$ cat config.mk
export PLATFORM = sky130hd
export DESIGN_NAME = vec_exec_sequencer
export DESIGN_NICKNAME = d
export VERILOG_FILES = /design/src/rtl/vec_exec_pkg.sv /design/src/rtl/vec_lane_alu.sv /design/src/rtl/vec_exec_sequencer.sv
export SDC_FILE = /design/constraint.sdc
export NUM_CORES = 2
export LEC_CHECK = 0
export CORE_ASPECT_RATIO = 0.75
export CORE_MARGIN = 4
export CORE_UTILIZATION = 51
export CTS_CLUSTER_SIZE = 24
export DETAILED_ROUTE_END_ITERATION = 10
export GPL_TIMING_DRIVEN = 0
export PLACE_DENSITY = 0.79
export SLEW_MARGIN = 0
export SYNTH_ARGS = -nofsm -noshare
export SYNTH_HDL_FRONTEND = slang
export SYNTH_HIERARCHICAL = 1
export SYNTH_SLANG_ARGS = --single-unit
$ cat constraint.sdc
create_clock -name clk -period 8.1 [get_ports clk]
set_input_delay 1.215 -clock clk [delete_from_list [all_inputs] [get_ports clk]]
set_output_delay 1.215 -clock clk [all_outputs]
set_load 0.02 [all_outputs]
$ cat src/rtl/vec_exec_pkg.sv
// Shared types and constants for the lane-serial vector execute sequencer.
// lane_slice() extracts one LANE_W-bit lane from a packed vector register.
package vec_exec_pkg;
  localparam int LANES  = 8;
  localparam int LANE_W = 24;
  localparam int SUM_W  = 21;
  localparam int SCAL_W = 21;
  localparam int VEC_W  = LANES * LANE_W;
  localparam int IDX_W  = $clog2(LANES);

  typedef enum logic [2:0] {
    OP_ADD   = 3'd0,
    OP_SUB   = 3'd1,
    OP_AND   = 3'd2,
    OP_OR    = 3'd3,
    OP_XOR   = 3'd4,
    OP_MAX   = 3'd5,
    OP_MIN   = 3'd6,
    OP_PASSA = 3'd7
  } lane_op_t;

  typedef enum logic [1:0] {
    IDLE = 2'd0,
    RUN  = 2'd1,
    DONE = 2'd2
  } state_t;

  function automatic logic [LANE_W-1:0] lane_slice(input logic [VEC_W-1:0] v,
                                                   input logic [IDX_W-1:0] idx);
    return v[idx*LANE_W +: LANE_W];
  endfunction
endpackage

$ cat src/rtl/vec_lane_alu.sv
// Combinational unsigned lane ALU; one instance is time-shared across all lanes.
module vec_lane_alu
  import vec_exec_pkg::*;
(
  input  logic [LANE_W-1:0] a,
  input  logic [LANE_W-1:0] b,
  input  lane_op_t          op,
  output logic [LANE_W-1:0] y
);
  always_comb begin
    y = a;
    unique case (op)
      OP_ADD:   y = a + b;
      OP_SUB:   y = a - b;
      OP_AND:   y = a & b;
      OP_OR:    y = a | b;
      OP_XOR:   y = a ^ b;
      OP_MAX:   y = (a > b) ? a : b;
      OP_MIN:   y = (a < b) ? a : b;
      OP_PASSA: y = a;
      default:  y = a;
    endcase
  end
endmodule

$ cat src/rtl/vec_exec_sequencer.sv
// Lane-serial vector execute controller: captures one instruction, walks the shared
// lane ALU over every lane, optionally reduces, and hands the result to writeback.
module vec_exec_sequencer
  import vec_exec_pkg::*;
(
  input  logic              clk,
  input  logic              rst,
  input  logic              in_valid,
  output logic              in_ready,
  input  logic [2:0]        op,
  input  logic              mode_bcast,
  input  logic              red_en,
  input  logic [VEC_W-1:0]  vec_a,
  input  logic [VEC_W-1:0]  vec_b,
  input  logic [SCAL_W-1:0] scal,
  input  logic              flush,
  output logic              res_valid,
  input  logic              res_ready,
  output logic [VEC_W-1:0]  res_vec,
  output logic [SUM_W-1:0]  res_sum,
  output logic              busy,
  output logic [IDX_W-1:0]  lane_idx
);
  state_t             state_q;
  lane_op_t           op_q;
  logic               red_q;
  logic [VEC_W-1:0]   a_q;
  logic [VEC_W-1:0]   b_q;
  logic [VEC_W-1:0]   res_vec_q;
  logic [SUM_W-1:0]   acc_q;
  logic [SUM_W-1:0]   acc_d;
  logic [IDX_W-1:0]   lane_q;
  logic               res_valid_q;
  logic [VEC_W-1:0]   b_sel;
  logic [LANE_W-1:0]  lane_y;

  // Broadcast mode replaces every lane of B with the zero-extended scalar.
  assign b_sel = mode_bcast ? {LANES{{(LANE_W-SCAL_W){1'b0}}, scal}} : vec_b;

  vec_lane_alu u_alu (
    .a  (lane_slice(a_q, lane_q)),
    .b  (lane_slice(b_q, lane_q)),
    .op (op_q),
    .y  (lane_y)
  );

  // Only the low SUM_W bits of a lane affect a sum taken modulo 2^SUM_W.
  assign acc_d = acc_q + lane_y[SUM_W-1:0];

  always_ff @(posedge clk) begin
    if (!rst) begin
      state_q     <= IDLE;
      op_q        <= OP_ADD;
      red_q       <= 1'b0;
      a_q         <= '0;
      b_q         <= '0;
      res_vec_q   <= '0;
      acc_q       <= '0;
      lane_q      <= '0;
      res_valid_q <= 1'b0;
    end else if (flush) begin
      state_q     <= IDLE;
      acc_q       <= '0;
      lane_q      <= '0;
      res_valid_q <= 1'b0;
    end else begin
      unique case (state_q)
        IDLE: begin
          if (in_valid) begin
            op_q    <= lane_op_t'(op);
            red_q   <= red_en;
            a_q     <= vec_a;
            b_q     <= b_sel;
            acc_q   <= '0;
            lane_q  <= '0;
            state_q <= RUN;
          end
        end
        RUN: begin
          res_vec_q[lane_q*LANE_W +: LANE_W] <= lane_y;
          if (red_q) acc_q <= acc_d;
          if (lane_q == IDX_W'(LANES-1)) begin
            lane_q      <= '0;
            res_valid_q <= 1'b1;
            state_q     <= DONE;
          end else begin
            lane_q <= lane_q + 1'b1;
          end
        end
        DONE: begin
          if (res_ready) begin
            res_valid_q <= 1'b0;
            state_q     <= IDLE;
          end
        end
        default: state_q <= IDLE;
      endcase
    end
  end

  assign in_ready  = (state_q == IDLE);
  assign busy      = (state_q != IDLE);
  assign res_valid = res_valid_q;
  assign res_vec   = res_vec_q;
  assign res_sum   = acc_q;
  assign lane_idx  = lane_q;
endmodule

==> results_dict.tcl <==
set metrics [dict create \
    avgSynthCellArea_um2 8.28 \
    max-cap-violations 0 \
    cp-end-kind "register" \
    r2r_start "lane_idx[0]$_SDFFE_PP0P_" \
    drc_errors 0 \
    outcome "finished clean" \
    dpl.hpwl_um 114000 \
    ir_worst_vdd_mv 0.147 \
    dr.pass1.iters 10 \
    cts_root_buf "clkbuf_16" \
    netlist.area_leader.share 0.373 \
    synthArstFlopShare 0 \
    yosys_register_bits 607 \
    routabilityCongestion 1.06 \
    crit_required_ps 8640 \
    syn-num-nets 4453 \
    io_buffer_count 633 \
    most-common-layout-cells "clkdlybuf4s50_1, dfxtp_1, nand2_1" \
    clock_path_buffers 3 \
    finalSetupViolations 0 \
    viasPerCell 6.29 \
    cts_sinks 607 \
    boundaryPins 634 \
    reg2regPathDepth 24 \
    coreArea_um2 62700 \
    grt_max_degree 17 \
    yosysUniqueCellTypes 86 \
    hold_viol_final 0 \
    critical_path_class "reg2reg" \
    cts_buffers 56 \
    yosys.area.top_type "dfxtp_1" \
    hold_path.class "reg2reg" \
    postRouteAntennaNets 0 \
    slowest_delay_ps 540 \
    max-slew-margin-rel 0.0751 \
    die_w_um 300 \
    cp.depth 24 \
    synth_cells 3935 \
    cts_tree "built" \
    r2r-end "res_vec[47]$_SDFFE_PN0P_" \
    synth_flop_cell "dfxtp_1" \
    max_freq_ghz 0.125 \
    wl_per_cell_um 25.9 \
    dieArea_um2 68000 \
    critPathMaxFanout 10 \
    cp.arrival_ps 8550 \
    ys_seq_area_frac 0.373 \
    wl_um 143000 \
    htree_levels 2 \
    holdPathEnd "b_q[190]$_SDFFE_PN0P_" \
    initial_core_util 0.520 \
    drive_above_1_share 0.0828 \
    antenna_found_initial 20 \
    grt_pass1_vias 32500 \
    startpoint_type "register" \
    cts.clk_slew.worst_paths_ps 80 \
    groute.usage.overall 0.400 \
    slowest_stage "mux4_2" \
    fin_worst_skew_ps 43.5 \
    r2r_setup_slack_ps 90 \
    insertion_delay_ps 640 \
    fp.dieH_um 227 \
    final_util 0.671 \
    num-nets-final 5150 \
    placed_cells_incl_taps 5419 \
    synth_area_um2 32600 \
    fillers 5319 \
    fin_crit_ps 8010 \
    crit_top_cell "buf_2" \
    final_common_cell "clkdlybuf4s50_1" \
    leakagePower_nw 14.7 \
    critical_path.cell_chain "buf_2, clkbuf_4, buf_4, buf_2, mux4_2, mux2_2, inv_1, ha_1, buf_2, nor4_1, o31ai_1, a31oi_1, a21oi_1, a21oi_2, a41oi_1, o21bai_1, mux2i_1, o211ai_1, mux2i_2, or2_2, o22ai_1, a22oi_1, mux2i_1, and2_1" \
    power.density_nw_per_um2 179 \
    crit_family "compound AO/OA/AOI/OAI gates" \
    synth_edf_count 0 \
    yosys_warnings 6 \
    drtIter0Drc 4588 \
    vias 34900 \
    num_rows 79 \
    area_growth_pct 29.2 \
    rsz0062_at_grt "true" \
    power_mw 7.53 \
    grt-ovfl-total 0 \
    worst-slew-pin-transition_ps 1390 \
    min-delay-start "b_q[190]$_SDFFE_PN0P_" \
    post-route-period-util 0.989 \
    crit_buf_inv 6 \
    ys_top_cells_by_area "dfxtp_1, a21oi_1, mux4_2, a211oi_1, nand2_1" \
    drv_slew 0 \
    finalNonFillerCells 5540 \
    holdPathStages 2 \
    grt_pass1_wl_um 206000 \
]
-- state kept, by name (all words and copies together) (netlist names) --
signal     flops
state_q        2
res_sum       21
b_q          192
res_vec      192
red_q          1
a_q          192
op_q           3
lane_idx       3
res_valid      1
-- timing repair --
action                     CTS  global route
hold buffers                 0             0
hold endpoints to repair     0             0
setup endpoints to repair   57            45
pin swaps                    0             2
setup buffers                0             5
resized for setup           18            21
-- synthesized netlist by cell type, types with 35 or more instances --
| master | n |
|---|---|
| a22oi_1 | 74 |
| inv_1 | 88 |
| a21boi_0 | 68 |
| a21oi_1 | 493 |
| a211oi_1 | 282 |
| buf_1 | 37 |
| nor3_1 | 35 |
| buf_2 | 51 |
| nand2_1 | 562 |
| nand3_1 | 68 |
| clkbuf_1 | 246 |
| and2_1 | 39 |
| dfxtp_1 | 607 |
| nor2_1 | 485 |
| o21ai_0 | 83 |
| mux2_2 | 49 |
| ha_1 | 99 |
| mux4_2 | 96 |
| mux2i_1 | 107 |
-- worst max path at each step --
stage / slack [ps] / end / start
4_1_cts: 20 / res_sum[20]$_SDFFE_PP0P_ / lane_idx[0]$_SDFFE_PP0P_
6_report: 90 / res_vec[47]$_SDFFE_PN0P_ / lane_idx[0]$_SDFFE_PP0P_
2_1_floorplan: 1420 / res_sum[18]$_SDFFE_PP0P_ / lane_idx[1]$_SDFFE_PP0P_
5_1_grt: -40 / res_sum[18]$_SDFFE_PP0P_ / lane_idx[0]$_SDFFE_PP0P_
3_3_place_gp: -1270 / res_sum[18]$_SDFFE_PP0P_ / lane_idx[1]$_SDFFE_PP0P_
3_5_place_dp: -610 / res_sum[20]$_SDFFE_PP0P_ / lane_idx[1]$_SDFFE_PP0P_
-- worst register-to-register path, stage by stage, from the launching register on --
cell      delay [ps]
dfxtp_1          360
buf_2            230
clkbuf_4         330
buf_4            290
buf_2            400
mux4_2           550
mux2_2           410
inv_1            120
ha_1             220
buf_2            190
nor4_1           550
o31ai_1          320
a31oi_1          410
a21oi_1          220
a21oi_2          420
a41oi_1          320
o21bai_1         240
mux2i_1          250
o211ai_1         440
mux2i_2          520
or2_2            200
o22ai_1           70
a22oi_1          530
mux2i_1          140
and2_1           180
-- layout make-up --
cell class                 count  area (µm²)  area share
buffer                       345        1440      0.0343
multi-input combinational   2889       18700       0.445
clock buffer                  80        1640      0.0390
tap                          850        1060      0.0253
clock inverter                22         290     0.00690
timing repair buffer         639        6380       0.152
sequential                   607       12200       0.289
inverter                      94         353     0.00839
antenna                       14        35.0    0.000833
-- per-stage QoR --
stage	TNS, ps	setup slack, ps	hold WS [ps]	cell area (µm²)
3_3_place_gp	-27630	-1270	437	40000
3_5_place_dp	-14690	-608	442	40000
5_1_grt	-39.3	-39.3	467	42100
6_report	0	89.4	451	42100
2_1_floorplan	0	1420	429	32600
4_1_cts	0	21.9	452	41900
-- routing by layer --
metal / up-vias / track usage / wire length (µm)
li1: 15400 / - / -
met1: 16700 / 0.561 / 58400
met2: 2365 / 0.584 / 60300
met3: 389 / 0.113 / 17900
met4: 12 / 0.160 / 6560
met5: - / 0.00350 / 83
-- cell families (layout without fill, tap and decap cells) --
group,Yosys count,count (layout),share of synthesized area
xor+xnor,45,45,0.0123
compound gates,1196,1196,0.235
mux,253,253,0.117
buf+inv,439,1180,0.0540
fa+ha+maj,103,103,0.0405
simple gates,1292,1292,0.168
other cells,0,14,0
flops,607,607,0.373
-- where the power goes --
part           internal (mW)  total (mW)  switching (mW)
clock                   1.55        2.81            1.26
sequential              3.10        3.16          0.0629
combinational          0.591        1.56           0.969
total                   5.24        7.53            2.29
(Power assumes the default switching activity.)
